[src/rtl/normalizer_scaler_pkg.sv]
// Shared types and helpers for the normalizer scaler: FSM state encoding,
// default fraction width, and the lane-level magnitude/saturation helpers.
package normalizer_scaler_pkg;

  localparam int NORM_FRAC = 15;

  typedef enum logic [2:0] {
    S_IDLE   = 3'd0,
    S_ACCEPT = 3'd1,
    S_DIV    = 3'd2,
    S_FINAL  = 3'd3,
    S_WRITE  = 3'd4,
    S_WAIT   = 3'd5
  } state_t;

  // Magnitude of a signed 16-bit sample; 0x8000 stays 0x8000 as an unsigned value.
  function automatic logic [15:0] abs16(input logic [15:0] x);
    return x[15] ? (~x + 16'd1) : x;
  endfunction

  function automatic logic [15:0] sat_sign(input logic [31:0] mag, input logic neg);
    logic [15:0] m;
    m = (mag > 32'h0000_7FFF) ? 16'h7FFF : mag[15:0];
    return neg ? (~m + 16'd1) : m;
  endfunction

endpackage

[src/rtl/normalizer_scaler_div.sv]
// normalizer_div: restoring unsigned divider, one quotient bit per cycle, MSB first.
// done is high on the cycle after the last iteration.
module normalizer_div #(
  parameter int DIV_W = 31
) (
  input  logic             clk,
  input  logic             rst,
  input  logic             start,
  input  logic [DIV_W-1:0] dividend,
  input  logic [15:0]      divisor,
  output logic [DIV_W-1:0] quotient,
  output logic [15:0]      remainder,
  output logic             done
);

  localparam int CW = $clog2(DIV_W + 1);

  logic [CW-1:0] cnt;
  logic [15:0]   dvs;
  logic [16:0]   partial;
  logic          ge;
  logic [15:0]   diff;

  // quotient doubles as the dividend shift register: bits leave at the top
  // and quotient bits enter at the bottom.
  always_comb begin
    partial = {remainder, quotient[DIV_W-1]};
    ge      = (partial >= {1'b0, dvs});
    diff    = partial[15:0] - dvs;
  end

  always_ff @(posedge clk or negedge rst) begin
    if (!rst) begin
      cnt       <= '0;
      dvs       <= '0;
      quotient  <= '0;
      remainder <= '0;
      done      <= 1'b0;
    end else if (start) begin
      cnt       <= CW'(DIV_W);
      dvs       <= divisor;
      quotient  <= dividend;
      remainder <= '0;
      done      <= 1'b0;
    end else if (cnt != '0) begin
      cnt       <= cnt - 1'b1;
      quotient  <= {quotient[DIV_W-2:0], ge};
      remainder <= ge ? diff : partial[15:0];
      done      <= (cnt == CW'(1));
    end else begin
      done <= 1'b0;
    end
  end

endmodule

[src/rtl/normalizer_scaler.sv]
// Spectrum sink: divides each sample pair by the block peak and DMA-writes the
// saturated Q1.FRAC result. Define NORM_ROUND_EN for round-half-up, else truncate.
module normalizer_scaler
  import normalizer_scaler_pkg::*;
#(
  parameter int FRAC  = NORM_FRAC,
  parameter int DIV_W = 16 + FRAC
) (
  input  logic        clk,
  input  logic        rst,
  input  logic        start,
  input  logic [31:0] dst_start_addr,
  input  logic [31:0] dst_stop_addr,
  input  logic [15:0] max,
  input  logic [15:0] spect_data_1,
  input  logic [15:0] spect_data_2,
  input  logic        spect_valid,
  output logic        spect_rdy,
  output logic [31:0] dma_addr,
  output logic        dma_write,
  output logic [31:0] dma_writedata,
  input  logic        dma_rdy,
  output logic        busy,
  output logic        done,
  output state_t      state_dbg
);

  localparam int CW = $clog2(DIV_W + 1);

  // Handshakes: a pair transfers on any cycle with spect_valid && spect_rdy;
  // a write is a one-cycle dma_write and completes on a dma_rdy seen in WAIT.
  state_t          state;
  logic [31:0]     f_addr, stop_addr;
  logic            neg1, neg2, zero_max;
  logic [15:0]     max_q;
  logic [CW-1:0]   div_cnt;
  logic            div_start, d1_done, d2_done;
  logic [DIV_W-1:0] q1, q2;
  logic [15:0]     rem1, rem2;
  logic            rnd1, rnd2;
  logic [31:0]     mag1, mag2;

  assign spect_rdy = (state == S_ACCEPT) && spect_valid;
  assign busy      = (state != S_IDLE);
  assign state_dbg = state;
  assign div_start = spect_rdy && (max != 16'd0);

  normalizer_div #(.DIV_W(DIV_W)) u_div1 (
    .clk(clk), .rst(rst), .start(div_start),
    .dividend({abs16(spect_data_1), {FRAC{1'b0}}}), .divisor(max),
    .quotient(q1), .remainder(rem1), .done(d1_done)
  );

  normalizer_div #(.DIV_W(DIV_W)) u_div2 (
    .clk(clk), .rst(rst), .start(div_start),
    .dividend({abs16(spect_data_2), {FRAC{1'b0}}}), .divisor(max),
    .quotient(q2), .remainder(rem2), .done(d2_done)
  );

`ifdef NORM_ROUND_EN
  assign rnd1 = ({rem1, 1'b0} >= {1'b0, max_q});
  assign rnd2 = ({rem2, 1'b0} >= {1'b0, max_q});
`else
  logic unused_rem;
  assign unused_rem = ^{rem1, rem2, max_q};
  assign rnd1 = 1'b0;
  assign rnd2 = 1'b0;
`endif

  assign mag1 = zero_max ? 32'd0 : 32'(q1) + 32'(rnd1);
  assign mag2 = zero_max ? 32'd0 : 32'(q2) + 32'(rnd2);

  always_ff @(posedge clk or negedge rst) begin
    if (!rst) begin
      state         <= S_IDLE;
      f_addr        <= '0;
      stop_addr     <= '0;
      neg1          <= 1'b0;
      neg2          <= 1'b0;
      zero_max      <= 1'b0;
      max_q         <= '0;
      div_cnt       <= '0;
      dma_addr      <= '0;
      dma_write     <= 1'b0;
      dma_writedata <= '0;
      done          <= 1'b0;
    end else begin
      done <= 1'b0;
      case (state)
        S_IDLE: begin
          if (start) begin
            f_addr    <= dst_start_addr;
            stop_addr <= dst_stop_addr;
            state     <= S_ACCEPT;
          end
        end
        S_ACCEPT: begin
          if (spect_valid) begin
            neg1     <= spect_data_1[15];
            neg2     <= spect_data_2[15];
            max_q    <= max;
            zero_max <= (max == 16'd0);
            div_cnt  <= '0;
            state    <= S_DIV;
          end
        end
        S_DIV: begin
          if (zero_max || div_cnt == CW'(DIV_W - 1)) state <= S_FINAL;
          else div_cnt <= div_cnt + 1'b1;
        end
        S_FINAL: begin
          if ((d1_done && d2_done) || zero_max)
            dma_writedata <= {sat_sign(mag1, neg1), sat_sign(mag2, neg2)};
          dma_addr  <= f_addr;
          dma_write <= 1'b1;
          state     <= S_WRITE;
        end
        S_WRITE: begin
          dma_addr      <= '0;
          dma_write     <= 1'b0;
          dma_writedata <= '0;
          state         <= S_WAIT;
        end
        S_WAIT: begin
          if (dma_rdy) begin
            if (f_addr == stop_addr) begin
              done  <= 1'b1;
              state <= S_IDLE;
            end else begin
              f_addr <= f_addr + 32'd4;
              state  <= S_ACCEPT;
            end
          end
        end
        default: state <= S_IDLE;
      endcase
    end
  end

endmodule

[config.mk]
export PLATFORM = sky130hd
export DESIGN_NAME = normalizer_scaler
export DESIGN_NICKNAME = d
export VERILOG_FILES = /design/src/rtl/normalizer_scaler_pkg.sv /design/src/rtl/normalizer_scaler_div.sv /design/src/rtl/normalizer_scaler.sv
export SDC_FILE = /design/constraint.sdc
export NUM_CORES = 1
export LEC_CHECK = 0
export BUFFER_PORTS_ARGS = -buffer_cell sky130_fd_sc_hd__buf_2
export CAP_MARGIN = 10
export CORE_ASPECT_RATIO = 0.75
export CORE_UTILIZATION = 44
export CTS_CLUSTER_SIZE = 40
export DETAILED_ROUTE_END_ITERATION = 8
export PLACE_DENSITY = 0.66
export SYNTH_ARGS = -nofsm -noshare
export SYNTH_HDL_FRONTEND = slang
export SYNTH_SLANG_ARGS = --single-unit
[constraint.sdc]
create_clock -name clk -period 2.7 [get_ports clk]
set_input_delay 0.54 -clock clk [delete_from_list [all_inputs] [get_ports clk]]
set_output_delay 0.54 -clock clk [all_outputs]
set_load 0.005 [all_outputs]
## Yosys cells after proc, flatten, opt, wreduce, memory -nomap -nowiden

Cells that the tools add are included.

- Register bits: 263

- Bitwise logic cells: 4
- Reductions and logical operators: 22
- Add/subtract/negate cells: 10
- Equal/unequal tests: 16
- Order comparisons: 4
- Mux-type cells: 46

Operators with widths:

| cell | count |
|---|---|
| $mux 16 | 12 |
| $pmux 32 s2 | 3 |
| $mux 31 | 6 |
| $mux 32 | 4 |
| $add 16x1->16 const B | 4 |
| $not 16->16 | 4 |
| $gt 31x15->1 const B | 2 |
| $ge 17x16->1 | 2 |
| $add 32x3->32 const B | 1 |
| $eq 32x32->1 | 1 |
| $sub 16x16->16 | 2 |
| $mux 5 | 6 |
| $pmux 3 s6 | 1 |
| $logic_not 16->1 | 1 |
| $reduce_bool 16->1 | 1 |
| $ne 2x2->1 const B | 7 |
| $mux 3 | 4 |
| $eq 5x1->1 const B | 2 |
| $pmux 5 s2 | 1 |
| $reduce_bool 2->1 | 5 |
| $reduce_bool 5->1 | 2 |
| $sub 5x1->5 const B | 2 |
| $mux 1 | 8 |
| $reduce_and 4->1 | 2 |
| other kinds (12) | 19 |

## Depth between registers and ports, before layout

- Depth in word-level cells: 8
- Mapped depth: 13
- Mapped depth without buffers: 11

## Modules after synthesis

From an unflattened synthesis, not the netlist that was laid out.

- Cells, all modules: 1,889
- Area total of the unflattened synthesis: 16,798.6 um2

By module, submodules not included:

| module | cells each | area each (um2) | times used |
|---|---|---|---|
| normalizer_div | 464 | 4,244.1 | 2 |
| normalizer_scaler | 961 | 8,310.5 | 1 |

## Worst setup path after synthesis

OpenSTA, ideal clock, no wires.

- Path kind: reg2reg
- Start point: register u_div2.quotient[21]
- End point: register dma_writedata[12]
- Path slack: -0.260 ns
- Cell stages (with the launch flop): 13
- Clock period less this slack: 2.960 ns
- Required time: 2.579 ns
- Arrival: 2.839 ns
- Setup time: 0.121 ns
- Path through: dfrtp_1 nor4_1 nand4_2 buf_6 o21ai_0 ha_1 and2b_2 or4b_4 buf_6 nor3_1 o21ai_1 xnor2_1 a22o_1

- Word-level cells in the longest chain between the ends: 8

RTL lines:

| what | RTL line | text |
|---|---|---|
| from (decl) | normalizer_scaler_div.sv:11 | `output logic [DIV_W-1:0] quotient,` |
| from (signal assigned) | normalizer_scaler_div.sv:42 | `quotient <= dividend;` |
| from (signal assigned) | normalizer_scaler_div.sv:47 | `quotient <= {quotient[DIV_W-2:0], ge};` |
| $mux 31 (*) | normalizer_scaler.sv:71 | `assign mag2 = zero_max ? 32'd0 : 32'(q2) + 32'(rnd2);` |
| $gt 31x15->1 (*) | normalizer_scaler_pkg.sv:23 | `m = (mag > 32'h0000_7FFF) ? 16'h7FFF : mag[15:0];` |
| $mux 16 (*) | normalizer_scaler_pkg.sv:23 |  |
| $not 16->16 | normalizer_scaler_pkg.sv:24 | `return neg ? (~m + 16'd1) : m;` |
| $add 16x1->16 | normalizer_scaler_pkg.sv:24 |  |
| $mux 16 (*) | normalizer_scaler_pkg.sv:24 |  |
| $mux 32 (*) | normalizer_scaler.sv:112 | `if ((d1_done && d2_done) \|\| zero_max)` |
| $pmux 32 s2 (*) | normalizer_scaler.sv:89 | `case (state)` |
| to (signal assigned) | normalizer_scaler.sv:113 | `dma_writedata <= {sat_sign(mag1, neg1), sat_sign(mag2, neg2)};` |
| to (decl) | normalizer_scaler.sv:21 | `output logic [31:0] dma_writedata,` |

Every way passes the cells marked *; elsewhere a longest branch is shown, timed or not. The select of a mux whose other input is x is not followed.
A chain may end at the register's enable or synchronous reset.

## Worst setup path in the final report

Same ends and word-level chain as after synthesis.

==> results.json <==
{
  "dominantRegCellSynth": "dfrtp_1",
  "worst-setup-path-type": "reg -> reg",
  "slew_headroom_pct": 56.5,
  "antenna_found_initial": 4,
  "synthArstFlopShare_pct": 100,
  "path_max_fanout": 6,
  "final_max_slew_viol_count": 0,
  "cts_inserted_buffers": 28,
  "regToRegEndpoint": "dma_writedata[12]",
  "p_int_mw": 13.8,
  "cts.clk_slew.worst_paths_ps": 60,
  "synth_edf_count": 0,
  "maxCapViolCount": 0,
  "cts_max_level": 1,
  "fin_hold_ws_ps": 196,
  "synth_top_area_share_pct": 43.6,
  "grt_overflow": 0,
  "r2r-start": "u_div2.quotient[21]",
  "period_minus_slack_ps": 2700,
  "cts.path.max_buffers": 3,
  "crit_path_end_kind": "flop",
  "cts_tree": "done",
  "drt_iter0_markers": 1230,
  "clkSinkCount": 263,
  "min_path_type": "in -> reg",
  "die_h_um": 162,
  "postSynthCellCount": 1687,
  "synth_area_leaders": "dfrtp_1 (44%), nand2_1 (6.4%), a21oi_1 (4.8%)",
  "final_nets": 2059,
  "io_pins": 188,
  "netlist_top_cells_count": "dfrtp_1 (263), nand2_1 (256), a21oi_1 (144)",
  "routed_wl_um": 43100,
  "ir_drop_uv": 768,
  "max_slew.worst_pin.slew_ps": 647,
  "power_density_nw_per_um2": 1300,
  "period_share_pct": 99.9,
  "fp.dieArea_um2": 35000,
  "chipWidth_um": 216,
  "leakagePower_nw": 8.09,
  "r2r_cells": 10,
  "fin_skew_ps": 19.3,
  "start_util_pct": 44.9,
  "synth_fp_nets": 1851,
  "first_pass_iters": 5,
  "status": "finished, final reports clean",
  "syn2layout_area_growth_pct": 20.5,
  "net-switching-power_mw": 9.90,
  "routed-via-count": 13588,
  "rsz0062_at_grt": "true",
  "hold_viol": 0,
  "layout-drive-gt1-share_pct": 22.1,
  "grt_pass1_wl_um": 69700,
  "drt.antenna.violating_nets": 0,
  "max_freq_mhz": 371,
  "power.share.combinational_pct": 50.4,
  "startpoint": "u_div2.quotient[21]",
  "syn_area_per_cell_um2": 8.94,
  "yosysWarnings": 0,
  "crit_end": "dma_writedata[12]",
  "clkLatencyLatePin_ps": 570,
  "wl_met2_um": 18000,
  "cts-root-buf": "clkbuf_16",
  "drc": 0,
  "whs_path_depth": 2,
  "fillers": 3076,
  "r2r_slack_ps": 2,
  "arrival_ps": 3160,
  "grt_max_degree": 65,
  "grt_util_all_layers_pct": 24.5,
  "top_layer_used": "met5",
  "yosysSeqAreaShare_pct": 43.6,
  "layoutNonFillerInstCount": 2369,
  "synth_top_cell_by_area": "dfrtp_1",
  "io_buffers": 187,
  "p_total_mw": 23.7,
  "grt_pass1_vias": 12770,
  "fin_area_um2": 18200,
  "ys_ff_latch": 263,
  "dp_hpwl_um": 31000,
  "core-area_um2": 33600,
  "dp_worst_setup_slack_ps": -93.1,
  "yosys.cell_types.count": 86,
  "placed_cell_area_um2": 17000,
  "syn-cell-area_um2": 15100,
  "cp.required_ps": 3160,
  "yosysMostFrequentCell": "dfrtp_1",
  "fin_ws_ps": 1.65,
  "via_per_inst": 5.74,
  "dp.cells": 2310,
  "cp-start-kind": "flop",
  "wl_per_cell_um": 18.2,
  "wl_met3_um": 2640,
  "setup_viol_count_final": 0,
  "p_sw_share_pct": 41.8,
  "p_clk_share_pct": 18.2,
  "drt-met1-wl_um": 21600,
  "rows": 58,
  "power_frac_seq_pct": 31.4,
  "min_from": "dst_stop_addr[15]",
  "place.gp.congestion": 0.915
}
## flip-flops by register name, indices dropped and copies added (netlist names), 3 cells and up
name and cells:
div_cnt 5, dma_addr 32, dma_writedata 32, f_addr 32, state_dbg 3, stop_addr 32
u_div1.cnt 5, u_div1.dvs 16, u_div1.quotient 31, u_div1.remainder 16, u_div2.cnt 5, u_div2.quotient 31
u_div2.remainder 16
## power by group through the flow
stage / sequential (mW) / clock (mW) / combinational (mW)
floorplan: 6.91 / 0 / 8.28
global placement: 7.35 / 0 / 11.3
detailed placement: 7.42 / 0 / 11.5
CTS: 7.38 / 4.41 / 11.6
global route: 7.66 / 4.55 / 13.3
finish: 7.42 / 4.32 / 11.9
## stage by stage
stage	setup TNS, ps	util (%)
finish	0	54.1
global route	-684	54.1
CTS	-45.0	53.7
detailed placement	-288	50.5
global placement	-219	50.5
floorplan	-387	-
## cells by family (layout without fill, tap and decap cells)
family | count (synthesis) | count (layout) | synth area share, %
flip-flops | 263 | 263 | 43.6
buffers and inverters | 145 | 374 | 4.17
other | 0 | 3 | 0
XOR/XNOR | 91 | 91 | 5.29
adder cells (fa/ha/maj) | 47 | 47 | 4.00
multiplexers | 41 | 41 | 3.02
AO/OA/AOI/OAI | 512 | 512 | 21.3
AND/OR/NAND/NOR | 588 | 588 | 18.5
## routing by layer
| layer | GRT usage (%) | up-vias |
|---|---|---|
| li1 | - | 6527 |
| met2 | 34.9 | 386 |
| met3 | 4.57 | 58 |
| met4 | 5.45 | 2 |
| met1 | 38.0 | 6615 |
| met5 | 0 | - |
## worst max-delay path, stage by stage, from the launching register on
cell     delay (ps)
dfrtp_1         390
nor4_2          330
nand4_2         220
o21ai_2         200
ha_2            190
and2b_2         220
or4b_4          540
nor3_2          120
o21ai_1          90
xnor2_1         130
a22o_1          170
## layout by cell type (no fill, tap or decap), types with 7 or more instances in the layout
master / synthesis / routed
o211a_1: 7 / 7
buf_2: 17 / 186
and3_1: 16 / 16
o21a_1: 8 / 8
a22o_1: 51 / 51
o31ai_1: 14 / 14
or3_1: 9 / 9
o41ai_1: 9 / 9
buf_4: 4 / 86
o21ai_0: 137 / 133
ha_1: 45 / 42
dfrtp_1: 263 / 262
clkbuf_16: 0 / 28
a21oi_1: 144 / 140
xor2_1: 15 / 15
a211oi_1: 12 / 8
a31oi_1: 43 / 43
nand3_1: 41 / 41
buf_12: 1 / 9
nand2b_1: 12 / 12
nand4_1: 22 / 22
a21o_1: 9 / 9
nor3_1: 48 / 47
mux2_2: 36 / 36
nor4_2: 3 / 8
o22ai_1: 11 / 11
nand2_1: 256 / 254
xnor2_1: 76 / 76
nor2_1: 102 / 100
o21ai_1: 9 / 11
nor4_1: 28 / 21
inv_1: 40 / 40
## layout make-up
type	count	area (um2)	share of cell area, %
Clock buffer	37	795	4.37
Inverter	40	150	0.826
Multi-Input combinational cell	1279	8060	44.3
Sequential cell	263	6580	36.2
Antenna cell	3	7.51	0.0413
Clock inverter	14	234	1.29
Tap cell	450	563	3.10
Timing Repair Buffer	283	1780	9.81
## repair_timing
action | CTS | global route
pin swaps | 3 | 5
resized for setup | 4 | 25
setup endpoints to repair | 8 | 29
cloned | 0 | 0
hold buffers | 1 | 0
setup buffers | 1 | 3
hold endpoints to repair | 56 | 0
## worst min path at each step
stage	to	slack, ps
after global placement	dma_writedata[31]	470
final	stop_addr[15]	200
after floorplan	div_cnt[0]	240
after global routing	f_addr[0]	190
after detailed placement	dma_writedata[5]	480
after CTS	stop_addr[15]	170
(Power assumes the default switching activity.)
